`src/rtl/bubble_position_tracker.sv`:
```
// Bubble-memory minor-loop position counter with latch handshake.
// Optional latch_overrun output enabled by macro BUBBLE_LATCH_OVERRUN_EN.
module bubble_position_tracker #(
   parameter int LOOP_LENGTH = 2053
) (
   input  logic        master_clock,
   input  logic        master_reset,
   input  logic        position_change,
   input  logic        position_latch,
   input  logic        coil_enable,
   input  logic        position_load,
   input  logic [11:0] load_value,
   input  logic        latch_ack,
   output logic [11:0] current_position,
   output logic [11:0] latched_position,
   output logic        latch_valid,
   output logic        position_rollover
`ifdef BUBBLE_LATCH_OVERRUN_EN
   ,
   output logic        latch_overrun
`endif
);

   localparam logic [11:0] LEN  = 12'(LOOP_LENGTH);
   localparam logic [11:0] LAST = 12'(LOOP_LENGTH - 1);

   typedef enum logic {EMPTY, FULL} state_t;

   state_t      state;
   logic        chg_r, chg_d;
   logic        lat_r, lat_d;
   logic        coil_r;
   logic        seeded;
   logic        step;
   logic        lat_edge;
   logic        wrap;
   logic [11:0] next_pos;

   assign step        = chg_r & ~chg_d & ~coil_r;
   assign lat_edge    = lat_r & ~lat_d;
   assign latch_valid = (state == FULL);

   always_comb begin
      next_pos = current_position;
      wrap     = 1'b0;
      if (position_load) begin
         next_pos = (load_value < LEN) ? load_value : 12'd0;
      end else if (step) begin
         if (current_position == LAST) begin
            next_pos = 12'd0;
            wrap     = 1'b1;
         end else begin
            next_pos = current_position + 12'd1;
         end
      end
   end

   always_ff @(posedge master_clock) begin
      if (master_reset) begin
         chg_r             <= 1'b0;
         chg_d             <= 1'b0;
         lat_r             <= 1'b0;
         lat_d             <= 1'b0;
         coil_r            <= 1'b0;
         seeded            <= 1'b0;
         current_position  <= 12'd0;
         latched_position  <= 12'd0;
         position_rollover <= 1'b0;
         state             <= EMPTY;
`ifdef BUBBLE_LATCH_OVERRUN_EN
         latch_overrun     <= 1'b0;
`endif
      end else begin
         chg_r  <= position_change;
         lat_r  <= position_latch;
         coil_r <= coil_enable;
         seeded <= 1'b1;
         // First sample after reset seeds the history so a level
         // still high at release is not mistaken for an edge.
         chg_d  <= seeded ? chg_r : position_change;
         lat_d  <= seeded ? lat_r : position_latch;
         current_position  <= next_pos;
         position_rollover <= wrap;
         unique case (state)
            EMPTY: begin
               if (lat_edge) begin
                  latched_position <= next_pos;
                  state            <= FULL;
               end
            end
            FULL: begin
               if (latch_ack) begin
                  if (lat_edge) latched_position <= next_pos;
                  else          state            <= EMPTY;
               end
`ifdef BUBBLE_LATCH_OVERRUN_EN
               else if (lat_edge) begin
                  latch_overrun <= 1'b1;
               end
`endif
            end
            default: state <= EMPTY;
         endcase
      end
   end

endmodule
```
`config.mk`:
```
export PLATFORM = sky130hd
export DESIGN_NAME = bubble_position_tracker
export DESIGN_NICKNAME = d
export VERILOG_FILES = /design/src/rtl/bubble_position_tracker.sv
export SDC_FILE = /design/constraint.sdc
export NUM_CORES = 1
export LEC_CHECK = 0
export ABC_AREA = 1
export CAP_MARGIN = 20
export CELL_PAD_IN_SITES_DETAIL_PLACEMENT = 1
export CELL_PAD_IN_SITES_GLOBAL_PLACEMENT = 1
export CORE_UTILIZATION = 33
export DETAILED_ROUTE_END_ITERATION = 7
export PLACE_DENSITY_LB_ADDON = 0.1
export SLEW_MARGIN = 10
export SYNTH_ARGS = -nofsm -noshare
export SYNTH_HDL_FRONTEND = slang
export SYNTH_SLANG_ARGS = --single-unit
```
`constraint.sdc`:
```
create_clock -name master_clock -period 1.41 [get_ports master_clock]
set_input_delay 0.282 -clock master_clock [delete_from_list [all_inputs] [get_ports master_clock]]
set_output_delay 0.282 -clock master_clock [all_outputs]
set_load 0.01 [all_outputs]
```
==> load_flow_metrics.sql, run 1 <==
INSERT INTO impl_metrics (metric_group, metric, value, unit) VALUES
('run_status', 'status', 'finished, violations left', ''),
('run_status', 'violated_checks', 'setup timing', ''),
('placement', 'port_buffers', '44', ''),
('global_routing', 'first_global_vias', '1769', ''),
('cells_and_area', 'ratio_of_cells_with_drive_above_1_in_the_final_layout', '36.8', '%'),
('timing', 'timing.fmax', '0.683', 'GHz'),
('synth', 'synth.yosys.seq_area_share', '39.4', '%'),
('synth', 'syn_avg_cell_area', '6.87', 'um^2'),
('worst_setup_path', 'critical_path_peak_fanout', '7', ''),
('detailed_routing', 'routedWlPerCell', '15.9', 'um'),
('clock_network', 'cts.path.max_buffers', '2', ''),
('clock_network', 'cts-root-buf', 'clkbuf_8', ''),
('detailed_routing', 'drt_pass1_iterations', '4', ''),
('detailed_routing', 'route.vias.total', '1853', ''),
('worst_setup_path', 'timing.reg2reg.worst_path_depth', '11', ''),
('timing', 'unrepaired_setup_endpoints_after_global_routing', 'yes', ''),
('timing', 'worst-slew-pin-transition', '0.264', 'ns'),
('floorplan', 'top_level_ports', '45', ''),
('worst_setup_path', 'type_of_the_setup_path_with_the_least_slack', 'reg2reg', ''),
('synth', 'synth.yosys.warnings', '0', ''),
('detailed_routing', 'routed_wirelength', '5960', 'um'),
('timing', 'slew_violations', '0', ''),
('synth', 'ys_seq_elements', '32', ''),
('worst_setup_path', 'reg2reg_setup_slack', '-0.05', 'ns'),
('clock_network', 'clock_tree.htree_level_count', '2', ''),
('synth', 'synth_enable_flop_cells', '0', ''),
('synth', 'netlist_instances', '237', ''),
('clock_network', 'clk_pin_slew_worst_paths', '0.07', 'ns'),
('global_routing', 'maximum_number_of_pins_on_one_net_before_global_route_repair', '27', ''),
('run', 'drv.max_cap_violation_count', '0', ''),
('global_routing', 'first_pass_grt_wire_length', '8560', 'um'),
('detailed_routing', 'drt-vias-per-instance', '4.95', ''),
('clock_network', 'cts.sinks', '32', ''),
('timing', 'holdWs', '0.343', 'ns'),
('hold_path', 'hold_path_depth', '3', ''),
('timing', 'timing.clock.skew', '0.00624', 'ns'),
('floorplan', 'die-height', '72.2', 'um'),
('worst_setup_path', 'regToRegEndpoint', 'latched_position[0]', ''),
('cells_and_area', 'reg.largest.list', 'current_position x12, latched_position x12', ''),
('synth', 'synthTopCellsByArea', 'dfxtp_1 (39%), nor2_1 (11%), nand3_1 (10%), nand2_1 (9.5%), inv_1 (6.7%)', ''),
('synth', 'synth_top_cell_area_share', '39.4', '%'),
('placement', 'gp_congestion', '0.796', ''),
('floorplan', 'floorplan.die_area', '5220', 'um^2'),
('synth', 'synth-async-reset-ratio', '0', '%'),
('timing', 'period_minus_slack', '1.46', 'ns'),
('worst_setup_path', 'rr_startpoint', 'current_position[1]', ''),
('power', 'cellLeakagePower', '1.32', 'nW'),
('global_routing', 'number_of_antenna_violations_at_the_first_check_in_global_routing', '0', ''),
('clock_network', 'cts_tree', 'yes', ''),
('clock_network', 'clock_network_latency_to_the_later_pin_of_the_worst_skew_pair', '0.29', 'ns'),
('detailed_routing', 'drt_iter0_drc', '69', ''),
('clock_network', 'cts_hold_repair.buffers', '0', ''),
('detailed_routing', 'drc_errors', '0', ''),
('placement', 'detailedPlacementHpwl', '3810', 'um'),
('floorplan', 'fp.dieW', '72.2', 'um'),
('clock_network', 'cts-buffers-inserted', '5', ''),
('hold_path', 'min_path_type', 'in2reg', ''),
('power', 'vdd_drop_max', '0.543', 'mV'),
('worst_setup_path', 'crit_required', '1.60', 'ns'),
('timing', 'post-route-worst-setup-slack', '-0.0540', 'ns'),
('timing', 'hold_viol_final', '0', ''),
('floorplan', 'core.rowCount', '25', ''),
('worst_setup_path', 'critical_path_arrival', '1.65', 'ns'),
('worst_setup_path', 'critical_path.endpoint', 'latched_position[0]', ''),
('worst_setup_path', 'slowest_delay', '0.37', 'ns'),
('synth', 'yosys.area.top_type', 'dfxtp_1', ''),
('timing', 'finalSetupViolations', '4', ''),
('synth', 'mapped_nets', '258', ''),
('worst_setup_path', 'slowest_stage', 'dfxtp_4', ''),
('worst_setup_path', 'worstPathCellList', 'inv_4, ha_4, nand2_4, nor3_4, nand3_2, nand2_4, inv_8, o21ai_4, nand3_2, nand2_1, inv_1', ''),
('synth', 'yosys.cell_types.count', '27', '');
## logic make-up (layout without fill, tap and decap cells)
| family | after synthesis | count (layout) | share of synthesized area (%) |
|---|---|---|---|
| AND/OR/NAND/NOR | 139 | 139 | 39.7 |
| buffers and inverters | 38 | 108 | 9.53 |
| AO/OA/AOI/OAI | 23 | 23 | 8.23 |
| XOR/XNOR | 3 | 3 | 1.61 |
| adder cells (fa/ha/maj) | 2 | 2 | 1.54 |
| flip-flops | 32 | 32 | 39.4 |
## cell type report
| class | instances | area, um^2 | share of cell area (%) |
|---|---|---|---|
| flip-flops and latches | 32 | 666 | 24.1 |
| well taps | 67 | 83.8 | 3.04 |
| clock buffers | 8 | 90.1 | 3.27 |
| repair buffers | 69 | 648 | 23.5 |
| multi-input cells | 167 | 1140 | 41.3 |
| inverters | 31 | 131 | 4.76 |
## metrics by stage
step,cells,area [um^2],power (mW),utilization (%),worst slack (ns)
floorplan,237,1630,1.18,-,0.00350
detailed placement,363,2300,1.42,48.8,-0.318
global route,374,2760,2.31,58.4,-0.121
global placement,363,2300,1.41,48.8,-0.306
CTS,373,2500,2.15,53.0,-0.0778
finish,374,2760,2.22,58.4,-0.0540
## how the worst min path moves through the flow
stage                             start                   to  slack [ns]
after detailed placement          lat_r                lat_d        0.47
after floorplan            master_reset               seeded        0.37
after global placement            lat_r                lat_d        0.45
final                     load_value[8]  current_position[8]        0.34
after global routing      load_value[8]  current_position[8]        0.35
after CTS                         lat_r                lat_d        0.47
## power breakdown
part	internal (mW)	switching, mW	leakage (nW)
logic	0.216	0.244	1.01
registers	0.950	0.0473	0.269
clock network	0.398	0.359	0.0455
total	1.57	0.650	1.32
## what timing repair did
item                                    in CTS  in global routing
pin swaps                                   11                 25
endpoints found under the setup margin      41                 25
buffers inserted                             2                  1
resized for setup                           63                 64
## worst max-delay path, delay by kind of cell (launching register included)
kind / cells / cell delay (ns)
simple gates: 6 / 0.61
buf+inv: 3 / 0.17
fa+ha+maj: 1 / 0.13
compound gates: 1 / 0.07
flops: 1 / 0.37
## cells in the final DEF, fill, tap and decap left out, types with 3 or more instances in the layout
master           instances
dlymetal6s2s_1           8
inv_1                   26
dlygate4sd2_1           26
dfxtp_2                  8
inv_4                    3
a21oi_2                  3
dfxtp_4                  4
clkdlybuf4s50_1         10
nor2_4                   3
nor2_2                   3
nand3_4                  5
nand4_1                  4
nand2_1                 29
buf_4                   21
dfxtp_1                 20
clkbuf_8                 6
nand2_2                  9
nand3_2                 27
a21oi_1                 13
nor2_1                  43
nand3_1                  7
nand2_4                  5
## routing by layer
layer | track usage [%] | wire length (um) | up-vias | part of all wire, %
met1 | 29.2 | 2650 | 895 | 44
met4 | 6.32 | 150 | 0 | 2.5
li1 | - | - | 894 | -
met2 | 34.6 | 2950 | 48 | 49
met3 | 5.00 | 210 | 16 | 3.5
met5 | 0 | 0 | - | 0
## cell usage after synthesis (2+ instances only)
| library cell | count |
|---|---|
| nor3_2 | 2 |
| nor2_1 | 46 |
| nand3_2 | 6 |
| clkbuf_1 | 4 |
| ha_1 | 2 |
| nor2_2 | 2 |
| a21oi_1 | 16 |
| o21ai_2 | 2 |
| o21ai_0 | 2 |
| nand2_1 | 41 |
| dfxtp_1 | 32 |
| nand4_1 | 4 |
| xor2_1 | 2 |
| inv_1 | 29 |
| nand2_2 | 2 |
| nand3_1 | 33 |
| inv_2 | 2 |
(Power assumes the default switching activity.)
==> inputs of run 2 (changes only) <==
--- a/config.mk
+++ b/config.mk
@@ -6,12 +6,12 @@
 export NUM_CORES = 1
 export LEC_CHECK = 0
 export ABC_AREA = 1
-export CAP_MARGIN = 20
 export CELL_PAD_IN_SITES_DETAIL_PLACEMENT = 1
 export CELL_PAD_IN_SITES_GLOBAL_PLACEMENT = 1
 export CORE_UTILIZATION = 33
 export DETAILED_ROUTE_END_ITERATION = 7
 export PLACE_DENSITY_LB_ADDON = 0.1
+export RECOVER_POWER = 100
 export SLEW_MARGIN = 10
 export SYNTH_ARGS = -nofsm -noshare
 export SYNTH_HDL_FRONTEND = slang
==> run 2 against run 1 <==
Against the previous run: the flow still finishes with violations (setup timing); final cell count stayed put; utilization is 0.079 points lower; clock power barely moved; combinational power about the same; wire length is essentially flat; worst hold slack barely moved; clock skew about the same; total power barely moved; worst setup slack about the same; sequential cell count is the same; fmax stayed put; die area is the same.
==> load_flow_metrics.sql, run 2 (synthesized netlist as in run 1, its figures left out) <==
INSERT INTO impl_metrics (metric_group, metric, value, unit) VALUES
('run_status', 'status', 'finished, violations left', ''),
('run_status', 'violated_checks', 'setup timing', ''),
('cells_and_area', 'area_delta_synth_final', '69.3', '%'),
('timing', 'slew_violations', '0', ''),
('timing', 'unrepaired_setup_endpoints_after_global_routing', 'yes', ''),
('worst_setup_path', 'worstPathCellList', 'inv_4, ha_4, nand2_4, nor3_4, nand3_2, nand2_4, inv_8, o21ai_4, nand3_2, nand2_1, inv_1', ''),
('cells_and_area', 'num-fill-cells', '559', ''),
('clock_network', 'cts-buffers-inserted', '5', ''),
('timing', 'period_minus_slack', '1.46', 'ns'),
('power', 'p_per_area', '803', 'nW/um^2'),
('timing', 'worst-slew-pin-transition', '0.264', 'ns'),
('run', 'drv.max_cap_violation_count', '0', ''),
('floorplan', 'floorplan.die_area', '5220', 'um^2'),
('hold_path', 'min_path_type', 'in2reg', ''),
('clock_network', 'clk_pin_slew_worst_paths', '0.07', 'ns'),
('timing', 'timing.fmax', '0.683', 'GHz'),
('global_routing', 'maximum_number_of_pins_on_one_net_before_global_route_repair', '27', ''),
('placement', 'dpl_cell_area', '2300', 'um^2'),
('timing', 'holdWs', '0.343', 'ns'),
('global_routing', 'first_global_vias', '1769', ''),
('global_routing', 'first_pass_grt_wire_length', '8560', 'um'),
('worst_setup_path', 'critical_path_peak_fanout', '7', ''),
('detailed_routing', 'drt-vias-per-instance', '4.95', ''),
('power', 'cellLeakagePower', '1.32', 'nW'),
('timing', 'timing.clock.skew', '0.00624', 'ns'),
('clock_network', 'clock_network_latency_to_the_later_pin_of_the_worst_skew_pair', '0.29', 'ns'),
('clock_network', 'cts_tree', 'yes', ''),
('timing', 'post-route-worst-setup-slack', '-0.0540', 'ns'),
('worst_setup_path', 'end_kind', 'flip-flop', ''),
('worst_setup_path', 'critical_path_arrival', '1.65', 'ns'),
('timing', 'slew_headroom', '82.4', '%'),
('worst_setup_path', 'slowest_delay', '0.37', 'ns'),
('power', 'vdd_drop_max', '0.543', 'mV'),
('floorplan', 'top_level_ports', '45', ''),
('placement', 'post-place-ws', '-0.318', 'ns'),
('placement', 'gp_congestion', '0.796', ''),
('power', 'total_power', '2.21', 'mW'),
('global_routing', 'grt_use_total', '21.7', '%'),
('worst_setup_path', 'cp.buffers_inverters', '3', ''),
('detailed_routing', 'drt.antenna.violating_nets', '0', ''),
('worst_setup_path', 'regToRegEndpoint', 'latched_position[0]', ''),
('global_routing', 'number_of_antenna_violations_at_the_first_check_in_global_routing', '0', ''),
('cells_and_area', 'post-route-util', '58.3', '%'),
('clock_network', 'cts_hold_repair.buffers', '0', ''),
('hold_path', 'hold_path_startpoint', 'load_value[8]', ''),
('clock_network', 'cts.sinks', '32', ''),
('cells_and_area', 'finalNetCount', '327', ''),
('worst_setup_path', 'cp-start-kind', 'flip-flop', ''),
('timing', 'final.period_utilization', '104', '%'),
('global_routing', 'global_route_congestion_overflow_total', '0', ''),
('detailed_routing', 'route.vias.total', '1853', ''),
('cells_and_area', 'reg.largest.list', 'current_position x12, latched_position x12', ''),
('cells_and_area', 'final_cell_mix', 'nor2_1 (43), nand2_1 (29), nand3_2 (27)', ''),
('floorplan', 'die-height', '72.2', 'um'),
('worst_setup_path', 'slowest_stage', 'dfxtp_4', ''),
('worst_setup_path', 'reg2reg_setup_slack', '-0.05', 'ns'),
('clock_network', 'cts.path.max_buffers', '2', ''),
('timing', 'finalSetupViolations', '4', ''),
('detailed_routing', 'drc_errors', '0', ''),
('detailed_routing', 'drt_pass1_iterations', '4', ''),
('cells_and_area', 'ratio_of_cells_with_drive_above_1_in_the_final_layout', '36.5', '%'),
('floorplan', 'placeableCoreArea', '4720', 'um^2'),
('cells_and_area', 'layout.cell_area.non_filler', '2760', 'um^2'),
('worst_setup_path', 'type_of_the_setup_path_with_the_least_slack', 'reg2reg', ''),
('clock_network', 'clock_tree.htree_level_count', '2', ''),
('placement', 'port_buffers', '44', ''),
('worst_setup_path', 'cpLargestDelayFamily', 'simple AND/OR/NAND/NOR gates', ''),
('floorplan', 'fp.dieW', '72.2', 'um'),
('timing', 'hold_viol_final', '0', ''),
('hold_path', 'end_point_of_the_most_critical_hold_path', 'current_position[8]', ''),
('clock_network', 'cts-root-buf', 'clkbuf_8', ''),
('cells_and_area', 'diodes', '0', ''),
('detailed_routing', 'routedWlPerCell', '15.9', 'um'),
('worst_setup_path', 'crit_required', '1.60', 'ns'),
('floorplan', 'floorplan.initialDensity', '34.5', '%'),
('floorplan', 'core.rowCount', '25', ''),
('detailed_routing', 'routed_wirelength', '5960', 'um'),
('cells_and_area', 'mostFrequentLayoutCell', 'nor2_1', ''),
('worst_setup_path', 'timing.reg2reg.worst_path_depth', '11', ''),
('placement', 'detailedPlacementHpwl', '3810', 'um'),
('detailed_routing', 'drt_iter0_drc', '69', ''),
('hold_path', 'hold_path_depth', '3', ''),
('worst_setup_path', 'rr_startpoint', 'current_position[1]', '');
[run 2: timing repair]
item | 4_1_cts | 5_1_grt
resized for setup | 63 | 64
endpoints found under the hold margin | 0 | 0
pin swaps | 11 | 25
endpoints found under the setup margin | 41 | 25
buffers inserted | 2 | 1
[run 2: area by class of cell]
type / count / area, um^2 / share of cell area, %
multi-input cells: 167 / 1140 / 41.4
well taps: 67 / 83.8 / 3.04
inverters: 31 / 131 / 4.77
repair buffers: 69 / 644 / 23.4
flip-flops and latches: 32 / 666 / 24.2
clock buffers: 8 / 90.1 / 3.27
[run 2: routing by layer]
layer	GRT usage (%)	wire length, um
met1	29.2	2650
met2	34.6	2950
met3	5.00	210
met4	6.32	150
met5	0	0
[run 2: per-stage QoR]
| step | setup TNS [ns] | instances |
|---|---|---|
| 6_report | -0.117 | 374 |
| 5_1_grt | -1.21 | 374 |
| 4_1_cts | -0.258 | 373 |
| 3_5_place_dp | -6.49 | 363 |
| 3_3_place_gp | -5.54 | 363 |
| 2_1_floorplan | 0 | 237 |
[run 2: worst max-delay path by stage]
stage                                   start                    to  cells after the start
after CTS                 current_position[1]   latched_position[0]                     11
after detailed placement        load_value[5]   latched_position[8]                     11
after floorplan           current_position[1]  latched_position[10]                     10
final                     current_position[1]   latched_position[0]                     11
after global placement          load_value[5]   latched_position[8]                     11
after global routing      current_position[6]   latched_position[0]                     10
[run 2: tightest hold or removal path, delay by kind of cell]
family / cells / cell delay, ns
AO/OA/AOI/OAI: 1 / 0.07
buffers and inverters: 1 / 0.15
AND/OR/NAND/NOR: 1 / 0.10
[run 2: power by group]
| group | internal, mW | switching, mW |
|---|---|---|
| sequential | 0.950 | 0.0473 |
| combinational | 0.215 | 0.244 |
| clock | 0.398 | 0.359 |
| total | 1.56 | 0.650 |
==> inputs of run 3 (changes only) <==
--- a/config.mk
+++ b/config.mk
@@ -12,6 +12,7 @@
 export DETAILED_ROUTE_END_ITERATION = 7
 export PLACE_DENSITY_LB_ADDON = 0.1
 export RECOVER_POWER = 100
+export SKIP_LAST_GASP = 1
 export SLEW_MARGIN = 10
 export SYNTH_ARGS = -nofsm -noshare
 export SYNTH_HDL_FRONTEND = slang
==> run 3 against run 2 <==
Against the previous run: the flow still finishes with violations (setup timing); critical path type is now in2reg; cell area is 3.9% lower; first-iteration DRC count decreased by 1.4%; critical path depth shrank 2; largest power group unchanged; largest cell class unchanged; critical endpoint is now current_position[7].
==> load_flow_metrics.sql, run 3 (synthesized netlist as in run 1, its figures left out) <==
INSERT INTO impl_metrics (metric_group, metric, value, unit) VALUES
('run_status', 'status', 'finished, violations left', ''),
('run_status', 'violated_checks', 'setup timing', ''),
('detailed_routing', 'drc_errors', '0', ''),
('global_routing', 'grt_use_total', '21.7', '%'),
('timing', 'period_minus_slack', '1.44', 'ns'),
('detailed_routing', 'drt_pass1_iterations', '4', ''),
('worst_setup_path', 'cp-start-kind', 'primary input', ''),
('cells_and_area', 'mostFrequentLayoutCell', 'nor2_1', ''),
('worst_setup_path', 'cpLargestDelayFamily', 'simple AND/OR/NAND/NOR gates', ''),
('clock_network', 'cts-root-buf', 'clkbuf_8', ''),
('power', 'vdd_drop_max', '0.493', 'mV'),
('global_routing', 'number_of_antenna_violations_at_the_first_check_in_global_routing', '0', ''),
('worst_setup_path', 'type_of_the_setup_path_with_the_least_slack', 'in2reg', ''),
('cells_and_area', 'ratio_of_cells_with_drive_above_1_in_the_final_layout', '30.1', '%'),
('floorplan', 'die-height', '72.2', 'um'),
('power', 'cellLeakagePower', '1.26', 'nW'),
('detailed_routing', 'drt_iter0_drc', '68', ''),
('cells_and_area', 'final_cell_mix', 'nor2_1 (43), nand2_1 (34), inv_1 (27)', ''),
('floorplan', 'floorplan.die_area', '5220', 'um^2'),
('worst_setup_path', 'crit_required', '1.61', 'ns'),
('worst_setup_path', 'critical_path_arrival', '1.64', 'ns'),
('power', 'p_per_area', '818', 'nW/um^2'),
('cells_and_area', 'reg.largest.list', 'current_position x12, latched_position x12', ''),
('timing', 'timing.fmax', '0.695', 'GHz'),
('hold_path', 'min_path_type', 'in2reg', ''),
('timing', 'hold_viol_final', '0', ''),
('worst_setup_path', 'worstPathCellList', 'clkdlybuf4s50_1, nor2_1, nand2_1, nor2_1, nand2_1, nand2_2, buf_6, nand3_1, a21oi_1', ''),
('timing', 'unrepaired_setup_endpoints_after_global_routing', 'yes', ''),
('clock_network', 'cts.sinks', '32', ''),
('floorplan', 'placeableCoreArea', '4720', 'um^2'),
('worst_setup_path', 'slowest_stage', 'clkdlybuf4s50_1', ''),
('clock_network', 'clock_tree.htree_level_count', '2', ''),
('clock_network', 'cts_hold_repair.buffers', '0', ''),
('timing', 'worst-slew-pin-transition', '0.249', 'ns'),
('timing', 'post-route-worst-setup-slack', '-0.0296', 'ns'),
('worst_setup_path', 'slowest_delay', '0.44', 'ns'),
('cells_and_area', 'diodes', '0', ''),
('clock_network', 'cts.path.max_buffers', '2', ''),
('placement', 'detailedPlacementHpwl', '3810', 'um'),
('detailed_routing', 'routed_wirelength', '5340', 'um'),
('placement', 'gp_congestion', '0.796', ''),
('cells_and_area', 'finalNetCount', '326', ''),
('detailed_routing', 'routedWlPerCell', '14.3', 'um'),
('cells_and_area', 'area_delta_synth_final', '62.6', '%'),
('clock_network', 'cts-buffers-inserted', '5', ''),
('placement', 'port_buffers', '44', ''),
('run', 'drv.max_cap_violation_count', '0', ''),
('floorplan', 'floorplan.initialDensity', '34.5', '%'),
('floorplan', 'top_level_ports', '45', ''),
('placement', 'post-place-ws', '-0.318', 'ns'),
('timing', 'slew_violations', '0', ''),
('worst_setup_path', 'critical_path_peak_fanout', '7', ''),
('floorplan', 'core.rowCount', '25', ''),
('timing', 'holdWs', '0.365', 'ns'),
('global_routing', 'maximum_number_of_pins_on_one_net_before_global_route_repair', '27', ''),
('detailed_routing', 'drt.antenna.violating_nets', '0', ''),
('global_routing', 'first_global_vias', '1759', ''),
('cells_and_area', 'num-fill-cells', '579', ''),
('clock_network', 'clk_pin_slew_worst_paths', '0.06', 'ns'),
('timing', 'timing.clock.skew', '0.00757', 'ns'),
('global_routing', 'first_pass_grt_wire_length', '8530', 'um'),
('detailed_routing', 'drt-vias-per-instance', '4.79', ''),
('worst_setup_path', 'end_kind', 'flip-flop', ''),
('timing', 'final.period_utilization', '102', '%'),
('global_routing', 'global_route_congestion_overflow_total', '0', ''),
('detailed_routing', 'route.vias.total', '1786', ''),
('timing', 'finalSetupViolations', '6', ''),
('timing', 'slew_headroom', '83.2', '%'),
('clock_network', 'clock_network_latency_to_the_later_pin_of_the_worst_skew_pair', '0.29', 'ns'),
('clock_network', 'cts_tree', 'yes', ''),
('floorplan', 'fp.dieW', '72.2', 'um'),
('worst_setup_path', 'cp.buffers_inverters', '2', '');
[run 3: cell count changes in the layout (fill, tap and decap cells not counted), moves of 2 or more]
cell,delta
nand3_2,-9
dfxtp_4,-3
dlymetal6s2s_1,-4
dfxtp_2,+2
inv_2,+2
nand2_2,-4
a21oi_1,+2
nand2_1,+5
inv_4,-3
a21oi_2,-2
nand3_1,+9
clkdlybuf4s50_1,+6
[run 3: worst paths after layout]
kind | to | cells past startpoint | startpoint | slack (ns)
worst max-delay path | current_position[7] | 9 | load_value[5] | -0.03
worst min-delay path | current_position[10] | 3 | load_value[10] | 0.37
worst max register to register | latched_position[0] | 11 | current_position[1] | -0.03
worst min register to register | lat_d | 2 | lat_r | 0.45
[run 3: layout make-up]
type / count / area, um^2 / share of cell area, %
repair buffers: 68 / 624 / 23.6
flip-flops and latches: 32 / 657 / 24.8
well taps: 67 / 83.8 / 3.17
clock buffers: 8 / 90.1 / 3.40
multi-input cells: 167 / 1070 / 40.5
inverters: 31 / 121 / 4.58
[run 3: worst register-to-register path: stages (launching register included)]
cell and delay (ns):
dfxtp_2 0.35, inv_2 0.08, ha_4 0.14, nand2_4 0.05, nor3_4 0.15, nand3_2 0.09
nand2_2 0.11, inv_6 0.08, o21ai_4 0.08, nand3_2 0.10, nand2_1 0.07, inv_1 0.04
[run 3: metrics by stage]
| stage | power, mW | TNS (ns) | utilization (%) | cell area, um^2 | cells |
|---|---|---|---|---|---|
| after floorplan | 1.18 | 0 | - | 1630 | 237 |
| after CTS | 2.16 | -0.389 | 53.0 | 2500 | 373 |
| after detailed placement | 1.42 | -6.49 | 48.8 | 2300 | 363 |
| after global placement | 1.41 | -5.54 | 48.8 | 2300 | 363 |
| final | 2.17 | -0.0895 | 56.1 | 2650 | 373 |
| after global routing | 2.27 | -1.17 | 56.1 | 2650 | 373 |
[run 3: where the power goes]
group / internal [mW] / switching, mW / total (mW)
combinational: 0.207 / 0.223 / 0.430
clock: 0.398 / 0.339 / 0.737
sequential: 0.954 / 0.0460 / 1.00
total: 1.56 / 0.608 / 2.17
[run 3: repair_timing]
item | 4_1_cts | 5_1_grt
pin swaps | 11 | 18
setup endpoints to repair | 41 | 26
setup buffers | 2 | 0
resized for setup | 61 | 33
[run 3: layer usage]
layer	up-vias	global-route usage [%]	wire, um	part of all wire (%)
met1	849	29.1	2530	47
met2	42	34.7	2540	48
met5	-	0	0	0
met3	8	5.00	198	3.7
met4	0	6.32	67	1.3
li1	887	-	-	-
